===== config.mk =====
export PLATFORM = sky130hd
export DESIGN_NAME = ps2_key_writer
export DESIGN_NICKNAME = d
export VERILOG_FILES = /design/src/rtl/ps2_key_writer.sv
export SDC_FILE = /design/constraint.sdc
export NUM_CORES = 1
export LEC_CHECK = 0
export CORE_UTILIZATION = 58
export DETAILED_ROUTE_END_ITERATION = 10
export GPL_ROUTABILITY_DRIVEN = 1
export PLACE_DENSITY = 0.85
export SYNTH_ARGS = -nofsm -noshare
export SYNTH_HDL_FRONTEND = slang
export SYNTH_SLANG_ARGS = --single-unit
export TNS_END_PERCENT = 30

===== constraint.sdc =====
create_clock -name clk -period 4.6 [get_ports clk]
set_input_delay 1.38 -clock clk [delete_from_list [all_inputs] [get_ports clk]]
set_output_delay 1.38 -clock clk [all_outputs]
set_load 0.03 [all_outputs]

===== src/rtl/ps2_key_writer.sv =====
// ps2_key_writer
// Receives PS/2 keyboard frames, decodes make/break/extended codes and stores
// make codes as bytes into a ring buffer in the keyboard data memory. After
// every stored code the updated head pointer is written as a word at HEAD_ADDR
// so CPU software can poll for new keys.
//
// Ports:
//   clk        system clock, same as the memory write port clock
//   clrn       asynchronous active-low reset
//   ps2_clk    raw PS/2 clock from the pad (asynchronous)
//   ps2_data   raw PS/2 data from the pad (asynchronous)
//   waddr      memory byte write address
//   datain     memory write data
//   memop      store width: 0 = byte, 2 = word
//   we         memory write enable, one-cycle pulses
//   key_valid  one-cycle pulse when a make code is accepted
//   last_code  most recently accepted make code
//   frame_err  sticky error flag (parity/start/stop, timeout, dropped byte)
//   clr_err    synchronous clear of frame_err (a simultaneous new error wins)
module ps2_key_writer #(
    parameter int         BUF_DEPTH = 64,
    parameter logic [7:0] HEAD_ADDR = 8'hFC,
    parameter int         TIMEOUT   = 100000
) (
    input  logic        clk,
    input  logic        clrn,
    input  logic        ps2_clk,
    input  logic        ps2_data,
    output logic [7:0]  waddr,
    output logic [31:0] datain,
    output logic [2:0]  memop,
    output logic        we,
    output logic        key_valid,
    output logic [7:0]  last_code,
    output logic        frame_err,
    input  logic        clr_err
);

    localparam int PW = $clog2(BUF_DEPTH);
    localparam int TW = $clog2(TIMEOUT + 1);
    localparam logic [TW-1:0] TMO_LAST = TW'(TIMEOUT - 1);

    typedef enum logic [1:0] {
        IDLE    = 2'd0,
        WR_PFX  = 2'd1,
        WR_CODE = 2'd2,
        WR_HEAD = 2'd3
    } wr_state_t;

    // Odd parity over data plus parity bit: a correct frame has an odd count of ones.
    function automatic logic odd_parity_ok(input logic [7:0] d, input logic p);
        return ^{d, p};
    endfunction

    logic [2:0]    ps2c_sync_r;
    logic [2:0]    ps2d_sync_r;
    logic [3:0]    bit_cnt_r;
    logic [9:0]    shift_r;
    logic [TW-1:0] tmo_cnt_r;
    logic          break_r;
    logic          ext_r;
    logic [7:0]    code_r;
    logic [PW-1:0] wptr_r;
    logic          key_valid_r;
    logic [7:0]    last_code_r;
    logic          frame_err_r;
    logic          we_r;
    logic [7:0]    waddr_r;
    logic [31:0]   datain_r;
    logic [2:0]    memop_r;
    wr_state_t     state_r;
    wr_state_t     state_next_s;

    logic          fall_s;
    logic          rx_bit_s;
    logic          frame_done_s;
    logic          frame_good_s;
    logic [7:0]    rx_byte_s;
    logic          is_e0_s;
    logic          is_f0_s;
    logic          release_s;
    logic          make_s;
    logic          accept_s;
    logic          drop_s;
    logic          tmo_hit_s;
    logic          err_set_s;
    logic [7:0]    wptr_ext_s;
    logic          we_s;
    logic [7:0]    waddr_s;
    logic [31:0]   datain_s;
    logic [2:0]    memop_s;

    assign waddr     = waddr_r;
    assign datain    = datain_r;
    assign memop     = memop_r;
    assign we        = we_r;
    assign key_valid = key_valid_r;
    assign last_code = last_code_r;
    assign frame_err = frame_err_r;

    // Edge detect and frame classification derived from the synchronized pad lines.
    always_comb begin
        fall_s       = ps2c_sync_r[2] & ~ps2c_sync_r[1];
        rx_bit_s     = ps2d_sync_r[2];
        frame_done_s = fall_s && (bit_cnt_r == 4'd10);
        // After ten right shifts: [0]=start, [8:1]=data, [9]=parity; stop is the live bit.
        rx_byte_s    = shift_r[8:1];
        if (frame_done_s && (shift_r[0] == 1'b0) && rx_bit_s &&
            odd_parity_ok(shift_r[8:1], shift_r[9])) begin
            frame_good_s = 1'b1;
        end else begin
            frame_good_s = 1'b0;
        end
        is_e0_s    = (rx_byte_s == 8'hE0);
        is_f0_s    = (rx_byte_s == 8'hF0);
        release_s  = frame_good_s && !is_e0_s && !is_f0_s && break_r;
        make_s     = frame_good_s && !is_e0_s && !is_f0_s && !break_r;
        accept_s   = make_s && (state_r == IDLE);
        drop_s     = make_s && (state_r != IDLE);
        // The falling edge restarts the timeout, so a hit only counts without one.
        tmo_hit_s  = !fall_s && (bit_cnt_r != 4'd0) && (tmo_cnt_r == TMO_LAST);
        err_set_s  = (frame_done_s && !frame_good_s) || tmo_hit_s || drop_s;
        wptr_ext_s = {{(8 - PW){1'b0}}, wptr_r};
    end

    // Three-flop synchronizers for the asynchronous PS/2 pad lines (idle high).
    always_ff @(posedge clk or negedge clrn) begin
        if (!clrn) begin
            ps2c_sync_r <= 3'b111;
            ps2d_sync_r <= 3'b111;
        end else begin
            ps2c_sync_r <= {ps2c_sync_r[1:0], ps2_clk};
            ps2d_sync_r <= {ps2d_sync_r[1:0], ps2_data};
        end
    end

    // Bit counter, shift register and partial-frame timeout.
    always_ff @(posedge clk or negedge clrn) begin
        if (!clrn) begin
            bit_cnt_r <= 4'd0;
            shift_r   <= 10'd0;
            tmo_cnt_r <= '0;
        end else if (fall_s) begin
            tmo_cnt_r <= '0;
            shift_r   <= {rx_bit_s, shift_r[9:1]};
            if (bit_cnt_r == 4'd10) begin
                bit_cnt_r <= 4'd0;
            end else begin
                bit_cnt_r <= bit_cnt_r + 4'd1;
            end
        end else if (tmo_hit_s) begin
            bit_cnt_r <= 4'd0;
            tmo_cnt_r <= '0;
        end else if (bit_cnt_r != 4'd0) begin
            tmo_cnt_r <= tmo_cnt_r + {{(TW - 1){1'b0}}, 1'b1};
        end else begin
            tmo_cnt_r <= '0;
        end
    end

    // Decode flags, accepted code latch and key_valid/last_code reporting.
    always_ff @(posedge clk or negedge clrn) begin
        if (!clrn) begin
            break_r     <= 1'b0;
            ext_r       <= 1'b0;
            code_r      <= 8'd0;
            key_valid_r <= 1'b0;
            last_code_r <= 8'd0;
        end else begin
            key_valid_r <= make_s;
            if (make_s) begin
                last_code_r <= rx_byte_s;
            end else begin
                last_code_r <= last_code_r;
            end
            // Only an accepted code is latched so a dropped one cannot corrupt a write in flight.
            if (accept_s) begin
                code_r <= rx_byte_s;
            end else begin
                code_r <= code_r;
            end
            if (frame_good_s && is_f0_s) begin
                break_r <= 1'b1;
            end else if (release_s) begin
                break_r <= 1'b0;
            end else begin
                break_r <= break_r;
            end
            if (frame_good_s && is_e0_s) begin
                ext_r <= 1'b1;
            end else if (release_s || (state_r == WR_CODE)) begin
                ext_r <= 1'b0;
            end else begin
                ext_r <= ext_r;
            end
        end
    end

    // Sticky error flag; a new error beats a simultaneous clear.
    always_ff @(posedge clk or negedge clrn) begin
        if (!clrn) begin
            frame_err_r <= 1'b0;
        end else if (err_set_s) begin
            frame_err_r <= 1'b1;
        end else if (clr_err) begin
            frame_err_r <= 1'b0;
        end else begin
            frame_err_r <= frame_err_r;
        end
    end

    // Write FSM state register.
    always_ff @(posedge clk or negedge clrn) begin
        if (!clrn) begin
            state_r <= IDLE;
        end else begin
            state_r <= state_next_s;
        end
    end

    // Write FSM next-state logic.
    always_comb begin
        state_next_s = state_r;
        case (state_r)
            IDLE: begin
                if (accept_s) begin
                    state_next_s = ext_r ? WR_PFX : WR_CODE;
                end else begin
                    state_next_s = IDLE;
                end
            end
            WR_PFX:  state_next_s = WR_CODE;
            WR_CODE: state_next_s = WR_HEAD;
            WR_HEAD: state_next_s = IDLE;
            default: state_next_s = IDLE;
        endcase
    end

    // Write FSM output decode; the port values hold while idle.
    always_comb begin
        we_s     = 1'b0;
        waddr_s  = waddr_r;
        datain_s = datain_r;
        memop_s  = memop_r;
        case (state_r)
            WR_PFX: begin
                we_s     = 1'b1;
                waddr_s  = wptr_ext_s;
                datain_s = 32'h0000_00E0;
                memop_s  = 3'd0;
            end
            WR_CODE: begin
                we_s     = 1'b1;
                waddr_s  = wptr_ext_s;
                datain_s = {24'h00_0000, code_r};
                memop_s  = 3'd0;
            end
            WR_HEAD: begin
                // wptr has already advanced past the code byte on entry here.
                we_s     = 1'b1;
                waddr_s  = HEAD_ADDR;
                datain_s = {24'h00_0000, wptr_ext_s};
                memop_s  = 3'd2;
            end
            default: begin
                we_s     = 1'b0;
                waddr_s  = waddr_r;
                datain_s = datain_r;
                memop_s  = memop_r;
            end
        endcase
    end

    // Registered memory write port.
    always_ff @(posedge clk or negedge clrn) begin
        if (!clrn) begin
            we_r     <= 1'b0;
            waddr_r  <= 8'd0;
            datain_r <= 32'd0;
            memop_r  <= 3'd0;
        end else begin
            we_r     <= we_s;
            waddr_r  <= waddr_s;
            datain_r <= datain_s;
            memop_r  <= memop_s;
        end
    end

    // Ring buffer write pointer; wraps naturally because BUF_DEPTH is a power of two.
    always_ff @(posedge clk or negedge clrn) begin
        if (!clrn) begin
            wptr_r <= '0;
        end else if ((state_r == WR_PFX) || (state_r == WR_CODE)) begin
            wptr_r <= wptr_r + {{(PW - 1){1'b0}}, 1'b1};
        end else begin
            wptr_r <= wptr_r;
        end
    end

endmodule


==> run metrics, run 1 <==
Final min period 2800 ps; DRC viols 0; Fin. Hold Viols 0; worst-path cell chain clkdlybuf4s50_1; die height 82.6 um; CP Launch Type register; io pins approximately 60; global route overflow 0; cts bufs inserted 9; hold path depth 0; Total Routing Usage GR 20.4%; final setup fails 0; Slew Viols, Final 0; Port Buffers 32; CP top delay family buffers and inverters; critical path buffer and inverter count 1; max-cap violation count 0; H-tree Lvls 3; Fin Setup TNS 0 ps; RSZ-0062 raised after global routing no; metal3 WL around 240 um; final period utilization 61.0%; Max IR drop VDD 0.316 mV; drt initial violations 115; leakage power 2.01 nW; cts-stage hold buffer count 0; die area 6820 um2; CTS max path bufs 2; WHS 358 ps; Max Used Layer met4; highest clock rate 357 MHz; CP Data Arrival Time around 1400 ps; Max FO, Critical Path 4; dominant cell type by area after synthesis dfrtp_1; #FFs+latches synth between 80 and 90; Filler cells 464; Seq/Total Area, Yosys 54.0%; Post-Syn Area 3770 um2; first-pass GRT wire length 10200 um; Slew HR 34.4%; Core ar. 6310 um2; Nets 390; Yosys cell types 43; Slew @ Worst Pin 983 ps; via count 2445; antenna violations before repair 0; Die W 82.6 um; layout cells sized above 1 12.4%; status complete, no violations; PD cells 416 nW/um2; Hold Crit Class reg -> reg; worst r2r path cells 5; drt via density about 5.4; CP Capture Type output port; WS Path Type reg -> out; most instantiated cells after synthesis dfrtp_1 (75), nand2_1 (57), buf_4 (28); Met1 Wirelength between 2000 and 3000 um; TritonCTS clock tree built; metal2 WL 3010 um; Layout area overhead 13.2%; top-count cell post-synth dfrtp_1; Async SR Flop Fraction 100%; Synth Area per Inst 10.9 um2; routed len/inst about 14 um; Clk pin slew, worst setup/hold paths 80 ps; clock sinks 81; post-CTS sizing 0; WL final 6260 um; Post-Syn Instances 346; number of global-route vias before repair 2243; # diodes 0; WP depth 1; Setup Skew 8.56 ps; area share of the largest cell type after synthesis 49.8%; Root Driver clkbuf_8; Max stage delay on crit path 690 ps; Final ANT Viol Nets 0; Setup Buffers After CTS 0; top post-synthesis cells by area dfrtp_1 (50%), mux2_2 (5.7%), nand2_1 (5.7%); CP max stage cell clkdlybuf4s50_1; Final Wtd Congestion 0.793; top_reg_cell synth dfrtp_1; largest net degree at the start of global routing approximately 80; yosys warns 0; num rows 29; WP data required 3220 ps; drt pass-1 iters 4; Worst-Skew Late Latency 350 ps; Post-synth EDFFs 0; Starting Density 59.7%; Final HPWL DP 4110 um
==> power breakdown <==
| group | leakage [nW] | internal (mW) | switching (mW) |
|---|---|---|---|
| clock | 0.116 | 0.360 | 0.256 |
| combinational | 0.803 | 0.129 | 0.194 |
| sequential | 1.10 | 0.768 | 0.0657 |
| total | 2.01 | 1.26 | 0.516 |
==> logic make-up after synthesis <==
| logic type | after synthesis | share of synthesized area [%] |
|---|---|---|
| other cells | 1 | 0.0995 |
| flops | 81 | 54.0 |
| fa+ha+maj | 9 | 2.99 |
| simple gates | 121 | 15.7 |
| mux | 19 | 5.68 |
| buf+inv | 47 | 7.50 |
| compound gates | 42 | 7.11 |
| xor+xnor | 26 | 6.94 |
==> layer usage <==
layer | track usage, % | vias up
li1 | - | 1173
met1 | 26.0 | 1207
met2 | 32.9 | 57
met3 | 6.04 | 8
met4 | 7.76 | 0
met5 | 0 | -
==> area by class of cell <==
| type | instances | area [um2] | area share (%) |
|---|---|---|---|
| clock buffer | 9 | 124 | 2.90 |
| clock inverter | 6 | 115 | 2.70 |
| multi-input combinational | 243 | 1550 | 36.2 |
| timing repair buffer | 32 | 318 | 7.45 |
| inverter | 9 | 33.8 | 0.792 |
| sequential | 81 | 2030 | 47.7 |
| tap | 77 | 96.3 | 2.26 |
==> flip-flops by register name (all words and copies together), names as in the netlist <==
name	cells
state_r	2
datain	8
code_r	8
break_r	1
bit_cnt_r	4
waddr	7
ps2d_sync_r	3
shift_r	10
key_valid	1
wptr_r	6
tmo_cnt_r	17
ps2c_sync_r	3
last_code	8
ext_r	1
frame_err	1
we	1
==> final timing paths <==
path                           startpoint             end  slack (ps)
max in group asynchronous            clrn   tmo_cnt_r[16]        2780
min                        ps2d_sync_r[1]  ps2d_sync_r[2]         360
min in group asynchronous            clrn    bit_cnt_r[1]        1180
max                              waddr[6]        waddr[6]        1800
max reg2reg                ps2c_sync_r[2]       code_r[4]        1840
min reg2reg                ps2d_sync_r[1]  ps2d_sync_r[2]         360
==> placed cells by master, fill, tap and decap left out, types with 3 or more instances in the layout <==
cell type        instances
dfrtp_1                 75
nand2_1                 57
clkdlybuf4s50_1         31
conb_1                  26
nor2_1                  25
mux2_2                  19
o21ai_0                 16
xnor2_1                 13
xor2_1                  11
inv_1                    9
ha_1                     9
clkbuf_8                 9
a21oi_1                  8
nand3_1                  7
a22oi_1                  6
dfstp_2                  6
nand4_1                  5
and3_1                   4
a22o_1                   3
bufinv_16                3
==> per-stage QoR <==
step	cells	cell area (um2)	setup WS [ps]	total power, mW	utilization (%)
final	457	4270	1800	1.77	67.6
after global placement	442	4030	2040	1.16	63.8
after CTS	457	4270	1760	1.79	67.6
after global routing	457	4270	1660	1.86	67.6
after floorplan	371	3860	2490	1.11	-
after detailed placement	442	4030	1930	1.17	63.8
Power figures use the tool's default switching activity.
==> inputs of run 2 (changes only) <==
--- a/config.mk
+++ b/config.mk
@@ -5,10 +5,10 @@
 export SDC_FILE = /design/constraint.sdc
 export NUM_CORES = 1
 export LEC_CHECK = 0
-export CORE_UTILIZATION = 58
+export CORE_UTILIZATION = 54
 export DETAILED_ROUTE_END_ITERATION = 10
 export GPL_ROUTABILITY_DRIVEN = 1
-export PLACE_DENSITY = 0.85
+export PLACE_DENSITY = 0.8
 export SYNTH_ARGS = -nofsm -noshare
 export SYNTH_HDL_FRONTEND = slang
 export SYNTH_SLANG_ARGS = --single-unit
==> constraint.sdc (replaced) <==
create_clock -name clk -period 2.6 [get_ports clk]
set_input_delay 0.78 -clock clk [delete_from_list [all_inputs] [get_ports clk]]
set_output_delay 0.78 -clock clk [all_outputs]
set_load 0.03 [all_outputs]
==> run metrics, run 2 (same netlist as run 1, synthesis figures left out) <==
CP top delay family buffers and inverters; most frequent cells in the layout dfrtp_1 (75), nand2_1 (57), clkdlybuf4s50_1 (31); commonest non-fill, non-tap cell in the layout dfrtp_1; Nets 393 (+0.77%); global route overflow 0 (unchanged); Hold Crit Class in -> async; Total Routing Usage GR 19.0% (-1.3 points); drt initial violations 121 (+5.2%); Final HPWL DP 4360 um (+6.1%); CTS max path bufs 2 (unchanged); max-cap violation count 0 (unchanged); RSZ-0062 raised after global routing no; die area 7320 um2 (+7.2%); cts-stage hold buffer count 0 (unchanged); Fin. Hold Viols 0 (unchanged); H-tree Lvls 3 (unchanged); Setup Buffers After CTS 0 (unchanged); first-pass GRT wire length 10700 um (+4.8%); Max IR drop VDD 0.601 mV (+90%); WP data required 1820 ps (-1400 ps); Die W 85.5 um (+3.6%); CP Data Arrival Time 1420 ps (about the same); Final Wtd Congestion 0.820 (+3.3%); WS Path Type reg -> out; worst-path cell chain clkdlybuf4s50_1; Layout Cells excl Fill 464 (+1.5%); # diodes 0 (unchanged); DRC viols 0 (unchanged); Core ar. 6760 um2 (+7.0%); WHS 348 ps (-9.42 ps); Port Buffers 32 (unchanged); status complete, no violations; top flop regs tmo_cnt_r: 17 flops, shift_r: 10 flops; post-CTS sizing 0 (unchanged); Final ANT Viol Nets 0 (unchanged); TritonCTS clock tree built; Setup Skew 7.92 ps (-0.645 ps); drt via density 5.35 (about the same); number of global-route vias before repair 2332 (+4.0%); antenna violations before repair 0 (unchanged); layout cells sized above 1 12.5% (+0.13 points); drt pass-1 iters 4 (unchanged); leakage power 2.00 nW (-0.52%); PD cells 679 nW/um2 (+63%); via count 2482 (+1.5%); worst r2r src bit_cnt_r[0]; worst r2r path cells 7 (+2); CP Launch Type register; Max FO, Critical Path 4 (unchanged); Fin Setup TNS 0 ps (unchanged); highest clock rate 454 MHz; routed len/inst 13.5 um (-1.3%); final period utilization between 80% and 90%; critical path buffer and inverter count 1 (unchanged); Slew @ Worst Pin 728 ps (-255 ps); CP endpoint waddr[7]; Slew Viols, Final 0 (unchanged); R2R setup slack 410 ps (-1430 ps); die height 85.5 um (+3.6%); Layout area overhead 12.5%; Slew HR 51.0% (+17 points); Clk pin slew, worst setup/hold paths 80 ps (about the same); start point of the critical path waddr[6]; CP Capture Type output port; Root Driver clkbuf_8; Worst-Skew Late Latency 350 ps (about the same); cts bufs inserted 9 (unchanged); clock sinks 81 (unchanged); io pins 59 (unchanged); num rows 30 (+3.4%); CP max stage cell clkdlybuf4s50_1; Post-Place Cells 448 (+1.4%); Max stage delay on crit path 680 ps (about the same); Final Core Density 62.8% (-4.8 points); WP depth 1 (unchanged); Starting Density 55.8% (-3.9 points); final setup fails 0 (unchanged); r2r endpoint code_r[0]; largest net degree at the start of global routing 52 (-37%); Final min period 2200 ps; Largest register FFs 17 (unchanged); WL final 6270 um (+0.24%); Reg with most FFs tmo_cnt_r
[run 2: changes by cell type in the layout (fill, tap and decap cells not counted), sizes merged]
cell    delta
inv        -1
bufinv     -3
buf        +3
clkbuf     +5
[run 2: report_power, final]
group | internal, mW | switching (mW)
clock network | 0.399 | 0.433
logic | 0.233 | 0.338
registers | 1.36 | 0.118
total | 1.99 | 0.888
[run 2: stage by stage]
stage	setup WS (ps)	cell area (um2)	power, mW
6_report	397	4240	2.88
5_1_grt	255	4240	3.01
4_1_cts	387	4240	2.89
3_5_place_dp	433	4070	2.08
3_3_place_gp	490	4070	2.05
2_1_floorplan	589	3860	1.96
[run 2: worst min-delay path by stage]
stage / endpoint / slack (ps) / startpoint / depth (start not counted)
final: waddr[3] / 350 / clrn / 1
after global routing: ps2d_sync_r[2] / 360 / ps2d_sync_r[1] / 0
after CTS: waddr[3] / 350 / clrn / 1
after detailed placement: ps2c_sync_r[1] / 350 / ps2c_sync_r[0] / 0
after global placement: ps2d_sync_r[1] / 350 / ps2d_sync_r[0] / 0
after floorplan: ps2c_sync_r[1] / 350 / ps2c_sync_r[0] / 0
[run 2: cell type report]
| class | instances | area, um2 |
|---|---|---|
| sequential | 81 | 2030 |
| tap | 80 | 100 |
| multi-input combinational | 243 | 1550 |
| fill | 558 | 2510 |
| timing repair buffer | 35 | 353 |
| clock inverter | 2 | 12.5 |
| clock buffer | 14 | 163 |
| inverter | 9 | 33.8 |
[run 2: layer usage]
layer  up-vias  GRT usage (%)  share of wire, %
met2        75           30.3                46
met5         -              0                 0
met3         8           5.20               4.5
met4         0           7.73               1.3
met1      1217           24.9                48
li1       1182              -                 -
